[config.mk]
export PLATFORM = sky130hd
export DESIGN_NAME = apb_spi_master_gen
export DESIGN_NICKNAME = d
export VERILOG_FILES = /design/src/rtl/apb_spi_master_gen.sv
export SDC_FILE = /design/constraint.sdc
export NUM_CORES = 1
export LEC_CHECK = 0
export CORE_MARGIN = 4
export CORE_UTILIZATION = 35
export DETAILED_ROUTE_END_ITERATION = 12
export PLACE_DENSITY = 0.58
export SLEW_MARGIN = 20
export SYNTH_ARGS = -nofsm -noshare
export SYNTH_HDL_FRONTEND = slang
export SYNTH_HIERARCHICAL = 1
export SYNTH_SLANG_ARGS = --single-unit
[constraint.sdc]
create_clock -name clk -period 4.2 [get_ports clk]
set_input_delay 0.42 -clock clk [delete_from_list [all_inputs] [get_ports clk]]
set_output_delay 0.42 -clock clk [all_outputs]
set_load 0.005 [all_outputs]
[src/rtl/apb_spi_master_gen.sv]
// APB-slave SPI master with programmable word length, CPOL/CPHA, bit order and SCK divider.
// Includes TX/RX FIFOs and active-low slave selects.

module apb_spi_master_gen_fifo #(
    parameter int DEPTH = 4
) (
    input  logic        clk,
    input  logic        rstn,
    input  logic        push,
    input  logic        pop,
    input  logic [31:0] wdata,
    output logic [31:0] rdata,
    output logic        full,
    output logic        empty
);
    localparam int AW = $clog2(DEPTH);

    logic [31:0]   mem [DEPTH];
    logic [AW-1:0] wr_ptr;
    logic [AW-1:0] rd_ptr;
    logic [AW:0]   count;
    logic          do_push;
    logic          do_pop;

    assign full    = (count == (AW+1)'(DEPTH));
    assign empty   = (count == '0);
    assign do_pop  = pop & ~empty;
    // A full FIFO still accepts a push when a pop frees a slot on the same edge.
    assign do_push = push & (~full | do_pop);
    assign rdata   = mem[rd_ptr];

    // NOTE: storage has no reset; pointers and count alone define which entries are valid.
    always_ff @(posedge clk) begin
        if (do_push) mem[wr_ptr] <= wdata;
    end

    // NOTE: sequential state uses non-blocking assignments so every flop samples pre-edge values.
    always_ff @(posedge clk or negedge rstn) begin
        if (!rstn) begin
            wr_ptr <= '0;
            rd_ptr <= '0;
            count  <= '0;
        end else begin
            if (do_push) wr_ptr <= wr_ptr + 1'b1;
            if (do_pop)  rd_ptr <= rd_ptr + 1'b1;
            case ({do_push, do_pop})
                2'b10:   count <= count + 1'b1;
                2'b01:   count <= count - 1'b1;
                default: ;
            endcase
        end
    end
endmodule

module apb_spi_master_gen #(
    parameter int FIFO_DEPTH = 4,
    parameter int NSS        = 4,
    parameter int ADDR_W     = 8
) (
    input  logic              clk,
    input  logic              rstn,
    input  logic              apbi_psel,
    input  logic              apbi_penable,
    input  logic [ADDR_W-1:0] apbi_paddr,
    input  logic              apbi_pwrite,
    input  logic [31:0]       apbi_pwdata,
    output logic [31:0]       apbo_prdata,
    output logic              apbo_pready,
    output logic              apbo_pslverr,
    output logic              apbo_pirq,
    input  logic              spii_miso,
    output logic              spio_mosi,
    output logic              spio_sck,
    output logic [NSS-1:0]    slvsel
);
    typedef enum logic [1:0] {IDLE, SETUP, SHIFT, DONE} state_t;

    localparam logic [ADDR_W-1:0] A_CTRL = ADDR_W'(8'h00);
    localparam logic [ADDR_W-1:0] A_STAT = ADDR_W'(8'h04);
    localparam logic [ADDR_W-1:0] A_TX   = ADDR_W'(8'h08);
    localparam logic [ADDR_W-1:0] A_RX   = ADDR_W'(8'h0C);

    state_t         state, next_state;
    logic           en, cpol, cpha, lsbf, ie;
    logic [4:0]     len_m1;
    logic [NSS-1:0] ssmask;
    logic [7:0]     clkdiv;
    logic           rxovf, txovf;

    logic           cpha_l, lsbf_l;
    logic [4:0]     len_l;
    logic [7:0]     div_l;
    logic [31:0]    tx_sr, rx_sr;
    logic [7:0]     hp_cnt;
    logic [6:0]     edge_cnt;
    logic           tx_pending;

    logic access, wr, rd, sel_ctrl, sel_stat, sel_tx, sel_rx, hit;
    logic tx_push, tx_full, tx_empty, rx_pop, rx_full, rx_empty;
    logic [31:0] tx_rdata, rx_rdata, tx_wdata, rx_word, load_sr, ctrl_rd;
    logic load, tick, do_edge, sample, drive, rx_push, go_idle, busy, first_bit, cur_bit;
    logic [6:0] last_edge;

    function automatic logic [31:0] shift_word(input logic [31:0] w, input logic lsb_first);
        return lsb_first ? (w >> 1) : (w << 1);
    endfunction

    assign access       = apbi_psel & apbi_penable;
    assign wr           = access & apbi_pwrite;
    assign rd           = access & ~apbi_pwrite;
    assign sel_ctrl     = (apbi_paddr == A_CTRL);
    assign sel_stat     = (apbi_paddr == A_STAT);
    assign sel_tx       = (apbi_paddr == A_TX);
    assign sel_rx       = (apbi_paddr == A_RX);
    assign hit          = sel_ctrl | sel_stat | sel_tx | sel_rx;
    assign apbo_pready  = 1'b1;
    assign apbo_pslverr = access & ~hit;

    assign busy      = (state != IDLE);
    assign apbo_pirq = ie & tx_empty & ~busy & en;

    assign tx_push  = wr & sel_tx;
    assign tx_wdata = apbi_pwdata & (32'hFFFF_FFFF >> (5'd31 - len_m1));
    assign rx_pop   = rd & sel_rx;

    apb_spi_master_gen_fifo #(.DEPTH(FIFO_DEPTH)) u_tx_fifo (
        .clk(clk), .rstn(rstn), .push(tx_push), .pop(load), .wdata(tx_wdata),
        .rdata(tx_rdata), .full(tx_full), .empty(tx_empty)
    );

    apb_spi_master_gen_fifo #(.DEPTH(FIFO_DEPTH)) u_rx_fifo (
        .clk(clk), .rstn(rstn), .push(rx_push), .pop(rx_pop), .wdata(rx_word),
        .rdata(rx_rdata), .full(rx_full), .empty(rx_empty)
    );

    // MSB-first words are pre-aligned so the outgoing bit is always tx_sr[31].
    assign load_sr   = lsbf ? tx_rdata : (tx_rdata << (5'd31 - len_m1));
    assign first_bit = lsbf ? load_sr[0] : load_sr[31];
    assign cur_bit   = lsbf_l ? tx_sr[0] : tx_sr[31];
    assign rx_word   = lsbf_l ? (rx_sr >> (5'd31 - len_l))
                              : (rx_sr & (32'hFFFF_FFFF >> (5'd31 - len_l)));
    assign last_edge = {1'b0, len_l, 1'b1};
    assign tick      = (hp_cnt == div_l);
    assign sample    = do_edge & (edge_cnt[0] == cpha_l);
    assign drive     = do_edge & (edge_cnt[0] != cpha_l) & (edge_cnt != last_edge);

    always_ff @(posedge clk or negedge rstn) begin
        if (!rstn) begin
            en <= 1'b0; cpol <= 1'b0; cpha <= 1'b0; lsbf <= 1'b0; ie <= 1'b0;
            len_m1 <= '0; ssmask <= '0; clkdiv <= '0;
            rxovf <= 1'b0; txovf <= 1'b0; tx_pending <= 1'b0;
        end else begin
            if (wr && sel_ctrl) begin
                en     <= apbi_pwdata[0];
                cpol   <= apbi_pwdata[1];
                cpha   <= apbi_pwdata[2];
                lsbf   <= apbi_pwdata[3];
                len_m1 <= apbi_pwdata[8:4];
                ie     <= apbi_pwdata[9];
                ssmask <= apbi_pwdata[16 +: NSS];
                clkdiv <= apbi_pwdata[31:24];
            end
            if (rx_push && rx_full && !rx_pop)  rxovf <= 1'b1;
            else if (wr && sel_stat && apbi_pwdata[5]) rxovf <= 1'b0;
            if (tx_push && tx_full && !load)    txovf <= 1'b1;
            else if (wr && sel_stat && apbi_pwdata[6]) txovf <= 1'b0;
            // Registered launch qualifier: a word written at edge T starts at T+2.
            tx_pending <= ~tx_empty;
        end
    end

    always_comb begin
        ctrl_rd            = '0;
        ctrl_rd[0]         = en;
        ctrl_rd[1]         = cpol;
        ctrl_rd[2]         = cpha;
        ctrl_rd[3]         = lsbf;
        ctrl_rd[8:4]       = len_m1;
        ctrl_rd[9]         = ie;
        ctrl_rd[16 +: NSS] = ssmask;
        ctrl_rd[31:24]     = clkdiv;
        apbo_prdata        = '0;
        if (apbi_psel) begin
            if (sel_ctrl)                apbo_prdata = ctrl_rd;
            else if (sel_stat)           apbo_prdata = {25'b0, txovf, rxovf, rx_empty, rx_full,
                                                        tx_empty, tx_full, busy};
            else if (sel_rx && !rx_empty) apbo_prdata = rx_rdata;
        end
    end

    always_ff @(posedge clk or negedge rstn) begin
        if (!rstn) state <= IDLE;
        else       state <= next_state;
    end

    // NOTE: every output of this block gets a default first, so no path can infer a latch.
    always_comb begin
        next_state = state;
        load       = 1'b0;
        do_edge    = 1'b0;
        rx_push    = 1'b0;
        go_idle    = 1'b0;
        case (state)
            IDLE: begin
                if (en && tx_pending && !tx_empty) begin
                    load       = 1'b1;
                    next_state = SETUP;
                end
            end
            SETUP, SHIFT: begin
                if (!en) begin
                    go_idle    = 1'b1;
                    next_state = IDLE;
                end else if (tick) begin
                    if (edge_cnt <= last_edge) begin
                        do_edge    = 1'b1;
                        next_state = SHIFT;
                    end else begin
                        next_state = DONE;
                    end
                end
            end
            DONE: begin
                rx_push = 1'b1;
                if (en && tx_pending && !tx_empty) begin
                    load       = 1'b1;
                    next_state = SETUP;
                end else begin
                    go_idle    = 1'b1;
                    next_state = IDLE;
                end
            end
            default: next_state = IDLE;
        endcase
    end

    always_ff @(posedge clk or negedge rstn) begin
        if (!rstn) begin
            spio_sck  <= 1'b0;
            spio_mosi <= 1'b0;
            slvsel    <= '1;
            tx_sr     <= '0;
            rx_sr     <= '0;
            hp_cnt    <= '0;
            edge_cnt  <= '0;
            cpha_l    <= 1'b0;
            lsbf_l    <= 1'b0;
            len_l     <= '0;
            div_l     <= '0;
        end else if (load) begin
            cpha_l    <= cpha;
            lsbf_l    <= lsbf;
            len_l     <= len_m1;
            div_l     <= clkdiv;
            spio_sck  <= cpol;
            slvsel    <= ~ssmask;
            spio_mosi <= first_bit;
            // With CPHA=0 the first bit is already on the line, so the register moves past it.
            tx_sr     <= cpha ? load_sr : shift_word(load_sr, lsbf);
            rx_sr     <= '0;
            hp_cnt    <= '0;
            edge_cnt  <= '0;
        end else if (go_idle || state == IDLE) begin
            spio_sck  <= cpol;
            spio_mosi <= 1'b0;
            slvsel    <= '1;
        end else if (state == SETUP || state == SHIFT) begin
            hp_cnt <= tick ? '0 : hp_cnt + 1'b1;
            if (do_edge) begin
                spio_sck <= ~spio_sck;
                edge_cnt <= edge_cnt + 1'b1;
            end
            if (drive) begin
                spio_mosi <= cur_bit;
                tx_sr     <= shift_word(tx_sr, lsbf_l);
            end
            if (sample) rx_sr <= lsbf_l ? {spii_miso, rx_sr[31:1]} : {rx_sr[30:0], spii_miso};
        end
    end
endmodule

-- Yosys cells after proc, flatten, opt, wreduce, memory -nomap -nowiden
Memories as Yosys holds them, arrays and structs flattened.
Cells that the tools add are included.
- add/subtract/negate cells: 12
- order comparisons: 1
- equality and inequality tests: 19
- shift-type cells: 4
- multiplexer cells: 64
- bitwise gates (word level): 32
- reduce and logical (&&, ||, !) cells: 43
- operators with widths (operator ; count):
    $mux W32 ; 18
    $and A32 B32 Y32 ; 2
    $shr A32 B5 Y32 const A ; 2
    $mux W8 ; 4
    $shl A32 B5 Y32 ; 1
    $shr A32 B5 Y32 ; 1
    $mux W1 ; 29
    $mux W7 ; 4
    $reduce_bool A2 Y1 ; 10
    $and A1 B1 Y1 ; 16
    $eq A8 B4 Y1 const B ; 2
    $pmux W3 S2 ; 2
    $logic_and A1 B1 Y1 ; 11
    $sub A5 B5 Y5 const A ; 2
    $reduce_and A3 Y1 ; 3
    $reduce_bool A3 Y1 ; 3
    $add A2 B1 Y2 const B ; 4
    $add A8 B1 Y8 const B ; 1
    $eq A2 B2 Y1 const B ; 4
    $eq A8 B3 Y1 const B ; 1
    $eq A8 B8 Y1 ; 1
    $logic_not A8 Y1 ; 1
    $mux W4 ; 2
    $not A1 Y1 ; 8
    22 further kinds ; 43
- flip-flop bits (word level): 141
- memory bits (writable): 256
- output and inout port bits: 41
- memories: 2
- memories (memory ; words ; bits a word ; read ports ; clocked after Yosys merged registers in ; wr ports ; line ; RTL):
    u_rx_fifo.mem ; 4 ; 32 ; 1 ; 0 ; 1 ; 18 ; logic [31:0] mem [DEPTH];
    u_tx_fifo.mem ; 4 ; 32 ; 1 ; 0 ; 1 ; 18 ;

-- Depth between registers and ports, before layout
Gate-level depths: netlist of the first run.
- depth in word-level cells: 11
- mapped depth: 16

-- Hierarchy
Netlist of the first run, hierarchy kept.
- by module, submodules not included (module ; times used ; cells each ; area an instance (um^2) ; seq. area each (um^2)):
    apb_spi_master_gen ; 1 ; 1403 ; 12383.1 ; 3183.1
    apb_spi_master_gen_fifo at u_tx_fifo ; 1 ; 222 ; 5128.7 ; 4018.9
    apb_spi_master_gen_fifo at u_rx_fifo ; 1 ; 206 ; 5046.1 ; 4018.9

-- Least setup slack after synthesis of the first run
Ideal clock, no wire load.
- path kind: reg2reg
- start: register u_tx_fifo.count[0]
- end: register u_tx_fifo.count[1]
- setup time: 0.087 ns
- arrival: 3.231 ns
- slack: 0.882 ns
- stages on the path, launching flop included: 16
- buffers on the path: 4
- cell sequence: dfrtp_1 -> or3_2 -> inv_1 -> nand3b_1 -> nand2b_1 -> buf_2 -> inv_2 -> buf_2 -> buf_2 -> buf_1 -> nor2b_1 -> nand2_1 -> fa_1 -> o21ba_2 -> o211ai_1 -> a22oi_1
- word-level cells in the longest chain between the ends: 10
- elaborated cells on any way between the ends: 17
- RTL lines (what ; line ; RTL):
    start: declaration ; 21 ; logic [AW:0] count;
    start signal: assignment ; 47 ; 2'b10: count <= count + 1'b1;
    start signal: assignment ; 48 ; 2'b01: count <= count - 1'b1;
    $logic_not A3 Y1 * ; 26 ; assign empty = (count == '0);
    via tx_empty ; 99 ; logic tx_push, tx_full, tx_empty, rx_pop, rx_full, rx_empty;
    $logic_not A1 Y1 * ; 205, 225 ;
    $logic_and A1 B1 Y1 * ; 205, 225 ;
    $mux W1 * ; 205, 225 ;
    $mux W1 * ; -- ;
    via load ; 101 ; logic load, tick, do_edge, sample, drive, rx_push, go_idle, busy, first_bit, cur_bit;
    $and A1 B1 Y1 * ; 27 ; assign do_pop = pop & ~empty;
    $or A1 B1 Y1 ; 29 ; assign do_push = push & (~full | do_pop);
    $and A1 B1 Y1 ; 29 ;
    $eq A2 B1 Y1 / $eq A2 B2 Y1 (equally long branches) ; 46 ; case ({do_push, do_pop})
    $pmux W3 S2 / $reduce_bool A2 Y1 (equally long branches) ; -- ;
The timed path passes the listed nets; every way through them passes the cells marked *.
A chain may end at the register's enable or synchronous reset.

-- Final worst setup path of the first run
- start: input apbi_paddr[7]
- end: output apbo_prdata[1]
- word-level cells in the longest chain between the ends: 6
- elaborated cells on any way between the ends: 8
- RTL lines (what ; line ; RTL):
    start: declaration ; 64 ; input logic [ADDR_W-1:0] apbi_paddr,
    $eq A8 B4 Y1 ; 114 ; assign sel_rx = (apbi_paddr == A_RX);
    $logic_and A1 B1 Y1 ; 187 ; else if (sel_rx && !rx_empty) apbo_prdata = rx_rdata;
    $mux W32 ; 187 ;
    $mux W32 ; 185 ; else if (sel_stat) apbo_prdata = {25'b0, txovf, rxovf, rx_empty, rx_full,
    $mux W32 * ; 184 ; if (sel_ctrl) apbo_prdata = ctrl_rd;
    $mux W32 * ; 183 ; if (apbi_psel) begin
    end: declaration ; 67 ; output logic [31:0] apbo_prdata,
Mark *: on every way between the ends. The rest lies on a longest branch, timed or not.

==> flow_summary.yaml, run 1 <==
timing:
  finalClockSkew_ns: 0.04472
  worst_pin_slew_ns: 1.234
  rsz0062_at_grt: "no"
  maxSlewViolCount: 0
  max_slew_margin: 0.1777
  timing.fmax_mhz: 265.7
  tns_ns: 0
  fin_crit_sh: 0.8963
  finalHoldViolCount: 0
  setup_viol: 0
  fin_ws_ns: 0.4357
  min_period_ns: 3.764
min_path:
  min_path_type: "in2reg"
  whs_path_depth: 3
clock_network:
  htree_levels: 2
  numCtsBuffers: 46
  clk_latency_ns: 0.60
  clk_path_buf_depth: 3
  clkSlewWorstSetupHoldPaths_ns: 0.06
  post_cts_resized: 0
  clock-root-buffer: "clkbuf_16"
  cts_tree: "done"
  cts.sinks: 397
  cts_setup_buffers: 0
final_layout:
  regArea_mm2: 0.01123
  nNetsFinal: 1950
  fin_cells: 2768
  utilization: 0.4099
  final_layout_size_suffix_gt1_frac: 0.2035
  final_area_mm2: 0.02600
  area_growth_syn_to_layout_pct: 15.25
  multi_input_area_mm2: 0.01054
  fillers: 5929
placed_design:
  placedInstanceArea_mm2: 0.02438
  gp_congestion: 0.9405
  dp.cells: 2681
  dp_slack_ns: 0.4720
  portBuffers: 85
  hpwlAfterDp_um: 49270
die:
  die_h_um: 261.9
  core_mm2: 0.06343
  dieArea_mm2: 0.06858
  initial_core_util: 0.3557
  die_w_um: 261.9
  row_count: 92
  io_pins: 87
detailed_routing:
  avgRoutedWirePerCell_um: 25.58
  drt-initial-drc-count: 1453
  drcViolationCount: 0
  vias_per_cell: 5.910
  first_pass_iters: 5
  routed_wl_um: 70810
  vias: 16360
  ant_nets: 0
critical_path:
  crit_top_cell: "clkdlybuf4s50_1"
  path_buf_inv: 2
  slowest_stage: "nor3b_1"
  critPathRequiredTime_ns: 3.78
  r2r_cells: 8
  max_stage_delay_ns: 0.64
  cp_num_cells: 8
  cp_max_fo: 6
  arrival_ns: 3.34
  crit_type: "in2out"
  crit_family: "simple AND/OR/NAND/NOR gates"
  critPathLaunchType: "input pin"
  path_cells: "clkdlybuf4s50_1 -> or4_1 -> nor3_2 -> nand2_1 -> nor3b_1 -> a21oi_1 -> nor2_1 -> clkdlybuf4s50_1"
  cp-end-kind: "output pin"
logic_synthesis:
  syn-instance-count: 1831
  synth_nets: 1897
  synth-seq-cells: 397
  syn_avg_cell_area_um2: 12.32
  yosysWarnings: 6
  synthArstFlopShare: 0.3552
  ys_types: 97
  synth_ff_type: "edfxtp_1"
  netlist_area_mm2: 0.02256
  yosysSeqAreaShare: 0.4974
  synth_edf_count: 256
global_route:
  track_usage: 0.2055
  grt-ovfl-total: 0
  grt_antenna_before_repair: 0
  grt_pass1_wl_um: 106900
  grt_pass1_vias: 16390
  grt_start_max_net_pins: 95
power_and_ir_drop:
  cellPowerDensity_mw_per_mm2: 654.0
  cellLeakagePower_nw: 9.613
  vdd_drop_max_mv: 0.4175
flow_run:
  maxCapViolCount: 0
status:
  status: "completed"
## registers in the layout, indices dropped and copies added (netlist names), 2 cells and up
| signal | cells |
|---|---|
| clkdiv | 8 |
| div_l | 8 |
| edge_cnt | 7 |
| hp_cnt | 8 |
| len_l | 5 |
| len_m1 | 5 |
| rx_sr | 32 |
| slvsel | 4 |
| ssmask | 4 |
| state | 2 |
| tx_sr | 32 |
| u_rx_fifo/count | 3 |
| u_rx_fifo/mem | 128 |
| u_rx_fifo/rd_ptr | 2 |
| u_rx_fifo/wr_ptr | 2 |
| u_tx_fifo/count | 3 |
| u_tx_fifo/mem | 128 |
| u_tx_fifo/rd_ptr | 2 |
| u_tx_fifo/wr_ptr | 2 |
## cells in the final DEF, fill, tap and decap left out, drive strengths merged, types with 14 or more instances in the layout
cell type / n
inv: 42
a21oi: 94
nand2: 157
clkbuf: 52
xor2: 20
nor2b: 15
a22oi: 14
and2: 37
mux4: 124
nand2b: 15
and3: 20
mux2i: 121
ha: 18
nor3: 22
o21ai: 78
mux2: 92
a211oi: 15
nor2: 137
clkinv: 22
o32a: 16
dfrtp: 137
a22o: 20
a31oi: 16
clkdlybuf4s50: 84
edfxtp: 256
nand3: 46
buf: 62
## worst paths after layout
kind	from	endpoint	slack [ns]
min reg2reg	txovf	txovf	0.48
min in group asynchronous	rstn	len_m1[0]	0.47
max in group asynchronous	rstn	div_l[6]	2.62
max	apbi_paddr[7]	apbo_prdata[1]	0.44
max reg2reg	u_tx_fifo/rd_ptr[0]	tx_sr[11]	0.67
min	apbi_pwdata[7]	len_m1[3]	0.44
## logic make-up (layout without fill, tap and decap cells)
| family | Yosys count | in the layout | synth area share |
|---|---|---|---|
| and+or+nand+nor | 489 | 489 | 0.1042 |
| DFF | 397 | 397 | 0.4974 |
| AOI/OAI and AO/OA | 371 | 371 | 0.1142 |
| muxes | 337 | 337 | 0.2241 |
| buffers and inverters | 185 | 275 | 0.03616 |
| xor gates and xnor gates | 31 | 31 | 0.01204 |
| adders and majority gates | 20 | 20 | 0.01176 |
| other | 1 | 2 | 0.0001662 |
## what timing repair did
item | 4_1_cts | 5_1_grt
hold buffers | 1 | 0
endpoints found under the setup margin | 0 | 0
endpoints found under the hold margin | 2 | 0
## tightest hold or removal path, delay by kind of cell
kind,cells,cell delay [ns]
and+or+nand+nor,1,0.06
buffers and inverters,1,0.43
AOI/OAI and AO/OA,1,0.06
## final cells by class
class	instances	area share
sequential	397	0.4321
multi-input combinational	1249	0.4053
timing repair buffer	147	0.05366
clock buffer	52	0.04591
tap	846	0.04072
clock inverter	33	0.01598
inverter	43	0.006209
antenna	1	0.00009626
## per-stage QoR
stage	hold slack (ns)	total power [mW]
finish	0.4424	17.00
global route	0.4486	17.86
CTS	0.4215	17.01
detailed placement	0.4687	12.73
global placement	0.4623	12.63
floorplan	0.1244	10.48
## where the power goes
group          leakage (nW)  total, mW  internal [mW]  switching, mW
logic                  4.70       7.40           2.87           4.53
clock network         0.775       4.24           2.56           1.68
registers              4.14       5.37           4.81          0.563
total                  9.61       17.0           10.2           6.77
## cell usage after synthesis, types with 16 or more instances
cell type / instances / share of area
o21ai_0: 75 / 0.017
nand2_1: 156 / 0.026
buf_1: 17 / 0.0028
dfrtp_1: 137 / 0.15
and3_1: 20 / 0.0055
mux2_2: 81 / 0.040
inv_1: 37 / 0.0062
clkbuf_1: 70 / 0.012
o32a_1: 16 / 0.0071
nor3_1: 18 / 0.0040
nor2_1: 137 / 0.023
a21oi_1: 93 / 0.021
xor2_1: 20 / 0.0078
edfxtp_1: 256 / 0.34
a22o_1: 20 / 0.0078
and2_1: 28 / 0.0078
nand3_1: 46 / 0.010
mux2i_1: 121 / 0.054
mux4_2: 124 / 0.12
buf_2: 40 / 0.0089
a31oi_1: 16 / 0.0044
ha_1: 18 / 0.010
## metal layers
layer	GRT usage	share of wire
met4	0.06347	0.031
met2	0.3328	0.47
met5	0	0
met3	0.03700	0.072
met1	0.2832	0.42
Power figures use the tool's default switching activity.
==> inputs of run 2 (changes only) <==
--- a/config.mk
+++ b/config.mk
@@ -5,10 +5,12 @@
 export SDC_FILE = /design/constraint.sdc
 export NUM_CORES = 1
 export LEC_CHECK = 0
+export ABC_AREA = 1
 export CORE_MARGIN = 4
 export CORE_UTILIZATION = 35
 export DETAILED_ROUTE_END_ITERATION = 12
 export PLACE_DENSITY = 0.58
+export SKIP_CTS_REPAIR_TIMING = 1
 export SLEW_MARGIN = 20
 export SYNTH_ARGS = -nofsm -noshare
 export SYNTH_HDL_FRONTEND = slang
==> run 2 against run 1 <==
Effect of this change:
- clock power shrank 14%
- count of clock-buffer cells in the layout is 8 higher
- combinational power is 72% lower
- register-to-register slack improved by 0.33 ns
- largest cell class unchanged
- largest power group is now sequential cells
- highest routed layer is now met5
==> flow_summary.yaml, run 2 <==
die:
  io_pins: 87
  die_w_um: 258.4
  dieArea_mm2: 0.06677
  die_h_um: 258.4
  row_count: 91
  initial_core_util: 0.3543
  core_mm2: 0.06194
clock_network:
  cts.sinks: 397
  htree_levels: 2
  clk_latency_ns: 0.59
  cts_tree: "done"
  clkSlewWorstSetupHoldPaths_ns: 0.06
  clock-root-buffer: "clkbuf_16"
  clk_path_buf_depth: 3
  numCtsBuffers: 44
detailed_routing:
  drt-initial-drc-count: 2002
  routed_wl_um: 73810
  drcViolationCount: 0
  vias_per_cell: 5.373
  avgRoutedWirePerCell_um: 20.50
  first_pass_iters: 5
  ant_nets: 0
  vias: 19350
timing:
  maxSlewViolCount: 0
  fin_ws_ns: 0.7571
  timing.fmax_mhz: 290.5
  hold_ws_ns: 0.3315
  setup_viol: 0
  worst_pin_slew_ns: 1.078
  fin_crit_sh: 0.8197
  min_period_ns: 3.443
  max_slew_margin: 0.2809
  tns_ns: 0
  rsz0062_at_grt: "no"
  finalHoldViolCount: 0
  finalClockSkew_ns: 0.03474
min_path:
  min_path_type: "in2async"
global_route:
  grt_antenna_before_repair: 4
  grt_start_max_net_pins: 105
  grt-ovfl-total: 0
  track_usage: 0.2162
  grt_pass1_vias: 18320
  grt_pass1_wl_um: 112100
logic_synthesis:
  synth-seq-cells: 397
  synthMuxAreaShare: 0.009236
  syn-instance-count: 2694
  synth_edf_count: 256
  synth_xor_xnor_area_share: 0.007184
  synth.area.top_cells: "edfxtp_1 (35%), dfrtp_1 (16%), nand2_1 (11%), nand3_1 (6.0%), nor2_1 (5.6%)"
  yosys.area.top_type: "edfxtp_1"
  synth_nets: 2760
  synth_compound_area_frac: 0.1398
  yosys.area_share.simple: 0.2463
  yosysMostFrequentCell: "nand2_1"
  synth_top_cell_area_share: 0.3503
  synth_top_family_by_area: "simple AND/OR/NAND/NOR gates"
  ys_types: 51
  yosysSeqAreaShare: 0.5113
  synth_ff_type: "edfxtp_1"
  netlist_area_mm2: 0.02195
  syn_avg_cell_area_um2: 8.146
  yosysWarnings: 6
  netlist_top_cells_count: "nand2_1 (643), nor2_1 (326), nand3_1 (261)"
  synthArstFlopShare: 0.3552
  synth_fa_ha_area_frac: 0.01209
critical_path:
  crit_type: "reg2out"
  cp_max_fo: 36
  ff2ff_setup_slack_ns: 1.00
  arrival_ns: 3.02
  critPathLaunchType: "register"
  cp-end-kind: "output pin"
  crit_top_cell: "o21ai_1"
  slowest_stage: "clkdlybuf4s50_1"
  path_cells: "inv_2 -> buf_4 -> o21ai_1 -> o21ai_1 -> nand3_1 -> a31oi_1 -> clkdlybuf4s50_1"
  critPathRequiredTime_ns: 3.78
  max_stage_delay_ns: 0.54
flow_run:
  maxCapViolCount: 0
placed_design:
  dp.cells: 3520
  gp_congestion: 0.9353
  hpwlAfterDp_um: 53250
  portBuffers: 85
  dp_slack_ns: 0.8919
status:
  status: "completed"
final_layout:
  reg.largest.list: "u_rx_fifo/mem x128, u_tx_fifo/mem x128"
  nNetsFinal: 2796
  area_growth_syn_to_layout_pct: 13.67
  fillers: 6300
  final_common_cell: "nand2_1"
  final_layout_size_suffix_gt1_frac: 0.06264
  fin_cells: 3601
  final_cell_mix: "nand2_1 (643), nor2_1 (318), nand3_1 (261), edfxtp_1 (256), o21ai_0 (234)"
power_and_ir_drop:
  cellLeakagePower_nw: 10.08
  cellPowerDensity_mw_per_mm2: 406.8
  vdd_drop_max_mv: 0.2532
==> run 2: cell types whose count changed after synthesis, sizes merged, moves of 16 or more <==
cell   previous run  this run
o22ai            10        44
o32a             16         0
mux2i           121        18
inv              38       213
nand3            46       263
and2             37         0
nand2           157       650
o21ai            78       367
nor2            137       345
mux4            124         0
and3             20         1
mux2             92         2
==> run 2: cell type report <==
| cell class | count | area, um^2 | share of cell area |
|---|---|---|---|
| Sequential cell | 397 | 11220 | 0.4499 |
| Multi-Input combinational cell | 1924 | 9163 | 0.3673 |
| Timing Repair Buffer | 146 | 1363 | 0.05462 |
| Clock buffer | 60 | 1171 | 0.04695 |
| Tap cell | 837 | 1047 | 0.04198 |
| Inverter | 217 | 814.5 | 0.03265 |
| Clock inverter | 18 | 160.2 | 0.006420 |
| Antenna cell | 2 | 5.005 | 0.0002006 |
==> run 2: layer usage <==
metal / GRT usage / up-vias / share of wire
li1: - / 9177 / -
met1: 0.3223 / 9303 / 0.46
met2: 0.3149 / 733 / 0.42
met3: 0.05023 / 124 / 0.086
met4: 0.06042 / 10 / 0.027
met5: 0 / - / 0.00092
==> run 2: critical path: cells and delay by family, from the launching register on <==
family	cells	cell delay, ns
buffers and inverters	3	1.34
AO/OA/AOI/OAI	3	0.54
flip-flops	1	0.40
AND/OR/NAND/NOR	1	0.15
==> run 2: power by group <==
part	internal [mW]	switching, mW	total, mW
sequential	4.29	0.155	4.44
clock	2.03	1.60	3.63
combinational	0.602	1.47	2.07
total	6.92	3.23	10.1
==> run 2: logic make-up after synthesis <==
family,Yosys count
flops,397
buf+inv,373
xor+xnor,18
fa+ha+maj,20
compound gates,563
mux,20
simple gates,1302
other cells,1
==> run 2: through the flow <==
step	utilization	power (mW)	instance area [um^2]
6_report	0.4028	10.15	24950
5_1_grt	0.4027	10.65	24940
4_1_cts	0.4025	10.21	24930
3_5_place_dp	0.3810	6.549	23600
3_3_place_gp	0.3810	6.541	23600
2_1_floorplan	-	5.839	21950
==> run 2: worst paths after layout <==
kind                                startpoint                   to  cells past startpoint
max                        u_rx_fifo/rd_ptr[0]       apbo_prdata[2]                      7
min                                       rstn            rx_sr[18]                      2
max reg2reg                u_tx_fifo/rd_ptr[0]            tx_sr[25]                     15
min reg2reg                          ssmask[0]            slvsel[0]                      1
max in group asynchronous                 rstn  u_tx_fifo/rd_ptr[0]                      3
min in group clk                     ssmask[0]            slvsel[0]                      1
==> patch 1 (settings of run 2) <==
Put a register stage on the outputs `apbo_pslverr` and `apbo_pirq`. The values now appear one clock later. The other outputs are not delayed to match.
--- a/src/rtl/apb_spi_master_gen.sv
+++ b/src/rtl/apb_spi_master_gen.sv
@@ -115,8 +115,10 @@
     assign hit          = sel_ctrl | sel_stat | sel_tx | sel_rx;
     assign apbo_pready  = 1'b1;
-    assign apbo_pslverr = access & ~hit;
 
     assign busy      = (state != IDLE);
-    assign apbo_pirq = ie & tx_empty & ~busy & en;
+    always_ff @(posedge clk) begin
+        apbo_pslverr <= access & ~hit;
+        apbo_pirq    <= ie & tx_empty & ~busy & en;
+    end
 
     assign tx_push  = wr & sel_tx;
Function: changed (a bounded check fails within 4 cycles, from zero or initial values and one cycle with rstn low).
==> patch 1 against run 2 <==
  * Register-to-register slack better by 0.11 ns
  * Sequential cell count up 2
  * Synthesized area up 1.3%
  * Wire length down 2.5%
  * Final area up 1.3%
  * Sequential share of layout area down 0.39 points
  * Synthesized cell count up 3.0%
  * Global-route usage down 0.60 points
  * Clock skew down 0.013 ns
  * Worst setup slack worse by 0.22 ns
  * Count of clock-buffer cells in the layout down 5
  * Highest routed layer is now met4
Power is not compared: it rests on default switching activity, and its combinational part moved more than twofold at a synthesized area within 25%.
==> patch 1: results (changes against run 2) <==
In this run the critical register-to-register path is captured at tx_sr[20]$_DFFE_PN0P_. The path depth of the worst reg2reg path was 17 (+2). The max-slew headroom at the worst pin is 22.87% (-5.2 points). The total placed instance area came out at 23,740 µm² (+0.60%). Among all stages on the critical path, the largest delay is contributed by sky130_fd_sc_hd__nor3_4. The area fraction in compound gates after synthesis is 13.55% (-0.43 points). The post-route met1 wirelength was 31,800 µm (-7.2%).

The ratio of cells with drive above 1 in the final layout is 6.982% (+0.72 points). The hold slack is 0.4047 ns (+0.07319 ns). The total clock buffers created by CTS is 45 (+2.3%). The post-detailed-route via-to-cell ratio came out at 5.289 (-1.6%). The pin count of the biggest net entering global routing came to 76 (-28%). The overall routed net length came to 71,960 µm (-2.5%). In this run the worst setup path begins at apbi_paddr[5].

The capturing instance or port of the critical path is apbo_prdata[22]. The net count after synthesis came out at 2,840 (+2.9%). The run finished with clean final reports. The routing usage on met1 came to 29.10% (-3.1 points). The area share of xor/xnor cells in the synthesized design came out at 0.4334% (-0.28 points). The proportion of synthesized area in mux cells came out at 0.6360% (-0.29 points). The placement-stage worst setup slack is 0.02357 ns (-0.8683 ns).

The wire length of the first global-routing pass came out at 111,100 µm (-0.88%). The count of antenna diodes in the layout is 0 (-2). The largest stage delay on the critical path came to 0.59 ns (+0.05 ns). The mean cell area of the mapped netlist is 8.014 µm² (-1.6%).

The number of different library cells in the post-synthesis netlist was 55 (+7.8%). The total length of routed met2 wires is 33,850 µm (+8.8%). The global routing met3 resource utilization came out at 2.298% (-2.7 points). The post-route clock skew came out at 0.02144 ns (-0.01330 ns).

The total met3 wirelength after detailed routing came out at 4261 µm (-33%). The part of the Yosys area used for sequential elements was 50.66% (-0.47 points). The peak fanout along the critical path is 15 (-58%). The post-synthesis async set-or-reset flop share is 35.34% (-0.18 points). The placed wire-length estimate after detailed placement is 50,880 µm (-4.5%).

In this design, the largest share of critical-path delay is due to simple AND/OR/NAND/NOR gates. The number of iterations in the first detailed-routing pass came to 7 (+2). The highest signal layer in the routed design is met4. The final weighted congestion in routability-driven placement came out at 0.9637 (+3.0%). The worst hold path belongs to the class register to register.
==> patch 1: cell types whose count changed after synthesis, sizes merged, moves of 6 or more <==
cell	delta
a21oi	+32
a22o	-7
a22oi	-13
buf	+15
clkbuf	-6
inv	-12
nand2	+49
nand3	+28
o21ai	+15
o22ai	-7
==> patch 1: power by group <==
group	total (W)	internal (W)	switching (W)
Sequential	0.00498	0.00469	0.000287
Clock	0.00399	0.00235	0.00164
Combinational	0.00683	0.00189	0.00494
Total	0.0158	0.00893	0.00687
==> patch 1: area by class of cell <==
class,count,area (µm²)
Sequential cell,399,11260
Tap cell,846,1059
Inverter,205,769.5
Clock inverter,29,301.5
Fill cell,6396,37710
Timing Repair Buffer,143,1303
Multi-Input combinational cell,2005,9369
Clock buffer,55,1194
==> patch 2 (settings of run 2) <==
Made on the original files. Change the parameter `FIFO_DEPTH` from 4 to 2.
--- a/src/rtl/apb_spi_master_gen.sv
+++ b/src/rtl/apb_spi_master_gen.sv
@@ -54,5 +54,5 @@
 
 module apb_spi_master_gen #(
-    parameter int FIFO_DEPTH = 4,
+    parameter int FIFO_DEPTH = 2,
     parameter int NSS        = 4,
     parameter int ADDR_W     = 8
Check against the original RTL: not equivalent (a bounded check fails within 4 cycles, from zero or initial values and one cycle with rstn low).
==> patch 2 against run 2 <==
  * Wire length decreased by 21%
  * Synthesized area fell by 25%
  * Total power is 28% lower
  * Count of clock-buffer cells in the layout is 19 lower
  * Register-to-register slack gained 0.25 ns
  * Sequential cell count shrank 134
  * Final area down 24%
  * Die area shrank 24%
  * Worst setup slack better by 0.042 ns
  * Critical path type is now input port to output port
  * Largest cell class is now multi-input combinational cells
  * Largest power group unchanged
==> patch 2: results (changes against run 2) <==
The flow ran to the end, and the final reports show no timing, DRC or antenna violations. The final weighted congestion in routability-driven placement is 0.9606 (+2.7%). The number of placed instances, taps included came to 2,927 (-17%).

The pin count of the biggest net entering global routing is 83 (-21%). The cell leakage power came out at 8.331 nW (-17%). The number of iterations in the first detailed-routing pass came out at 6 (+1). The post-synthesis async set-or-reset flop share came to 51.33% (+16 points). The placed wire-length estimate after detailed placement was 42,460 µm (-20%). The wire length of the first global-routing pass came out at 88,690 µm (-21%). The number of antenna violations at the first check in global routing is 2 (-2).

In the final layout, the registers with the most flip-flops are u_rx_fifo/mem: 64 flops, u_tx_fifo/mem: 64 flops. The routed length per instance came out at 19.50 µm (-4.9%). The violation count after the first detailed-routing iteration came to 1,726 (-14%). The ratio of cells with drive above 1 in the final layout was 5.642% (-0.62 points). The largest stage delay on the critical path came out at 0.52 ns (-0.02 ns). The worst supply voltage drop on vdd is 0.2997 mV (+18%). The number of global-route vias before repair is 14,920 (-19%). The placement-stage worst setup slack came out at 0.8058 ns (-0.08611 ns).

The overall global routing resource usage came out at 22.18% (+0.56 points). The synthesis-to-layout area growth came out at 14.75%. The peak fanout along the critical path is 15 (-58%).

The part of the Yosys area used for sequential elements is 43.79% (-7.3 points). The number of enable-type register cells in the synthesized netlist is 128 (-50%). The commonest cells after synthesis are sky130_fd_sc_hd__nand2_1, sky130_fd_sc_hd__nand3_1, sky130_fd_sc_hd__inv_1, sky130_fd_sc_hd__o21ai_0, sky130_fd_sc_hd__nor2_1. The post-route clock skew came to 0.02222 ns (-0.01252 ns). The path depth of the worst reg2reg path was 11 (-4). The net total in the final layout is 2,407 (-14%). The most frequently used flop master after synthesis is sky130_fd_sc_hd__dfrtp_1. The total clock buffers created by CTS came to 29 (-34%). The max-slew headroom at the worst pin is 18.99% (-9.1 points). The mean cell area of the mapped netlist came out at 7.117 µm² (-13%).
patch 2: cell types whose count changed in the layout (fill, tap and decap cells not counted), sizes merged, moves of 9 or more:
cell / delta
o22ai: -32
clkbuf: -19
buf: -15
nor2: -167
ha: -9
edfxtp: -128
o21ai: -161
nand2: +180
inv: -18
patch 2: power by group:
part | internal, W | total, W | switching [W]
clock network | 0.00165 | 0.00274 | 0.00109
logic | 0.000484 | 0.00166 | 0.00118
registers | 0.00282 | 0.00293 | 0.000112
patch 2: routing by layer:
metal / share of wire [%] / global-route usage (%) / up-vias
met5: 0.026 / 0 / -
met4: 2.2 / 5.284 / 2
met3: 8.0 / 3.165 / 91
met2: 42 / 33.12 / 620
met1: 48 / 34.01 / 7492
li1: - / - / 7696
patch 2: logic make-up after synthesis:
family / after synthesis / synth area share, %
AO/OA/AOI/OAI: 371 / 12.59
flip-flops: 263 / 43.79
adder cells (fa/ha/maj): 9 / 0.6823
AND/OR/NAND/NOR: 1308 / 32.68
XOR/XNOR: 19 / 1.008
buffers and inverters: 328 / 8.006
other: 1 / 0.02272
multiplexers: 20 / 1.228
patch 2: final timing paths:
check	from	to	slack [ns]
max	apbi_paddr[6]	apbo_prdata[15]	0.80
min	apbi_pwdata[8]	len_m1[4]$_DFFE_PN0P_	0.44
min reg2reg	tx_sr[18]$_DFFE_PN0P_	tx_sr[18]$_DFFE_PN0P_	0.49
max in group asynchronous	rstn	tx_sr[25]$_DFFE_PN0P_	2.76
max reg2reg	u_tx_fifo/count[0]$_DFFE_PN0P_	rx_sr[10]$_DFFE_PN0P_	1.25
min in group asynchronous	rstn	rx_sr[15]$_DFFE_PN0P_	0.48
patch 2: layout make-up:
cell class	instances	area, µm²
timing repair buffer	131	1212
fill	4840	27620
multi-input combinational	1728	7965
clock buffer	41	842.1
clock inverter	13	185.2
tap	607	759.5
inverter	199	747.0
sequential	263	7227
patch 2: through the flow:
stage / power, W / cell area, µm² / util (%)
2_1_floorplan: 0.004037 / 16500 / -
3_3_place_gp: 0.004595 / 17900 / 38.45
3_5_place_dp: 0.004608 / 17900 / 38.45
4_1_cts: 0.007362 / 18930 / 40.66
5_1_grt: 0.007695 / 18940 / 40.68
6_report: 0.007328 / 18940 / 40.68
patch 2: critical path, delay by kind of cell:
kind                   cells  cell delay, ns
buffers and inverters      3            1.17
and+or+nand+nor            8            1.36
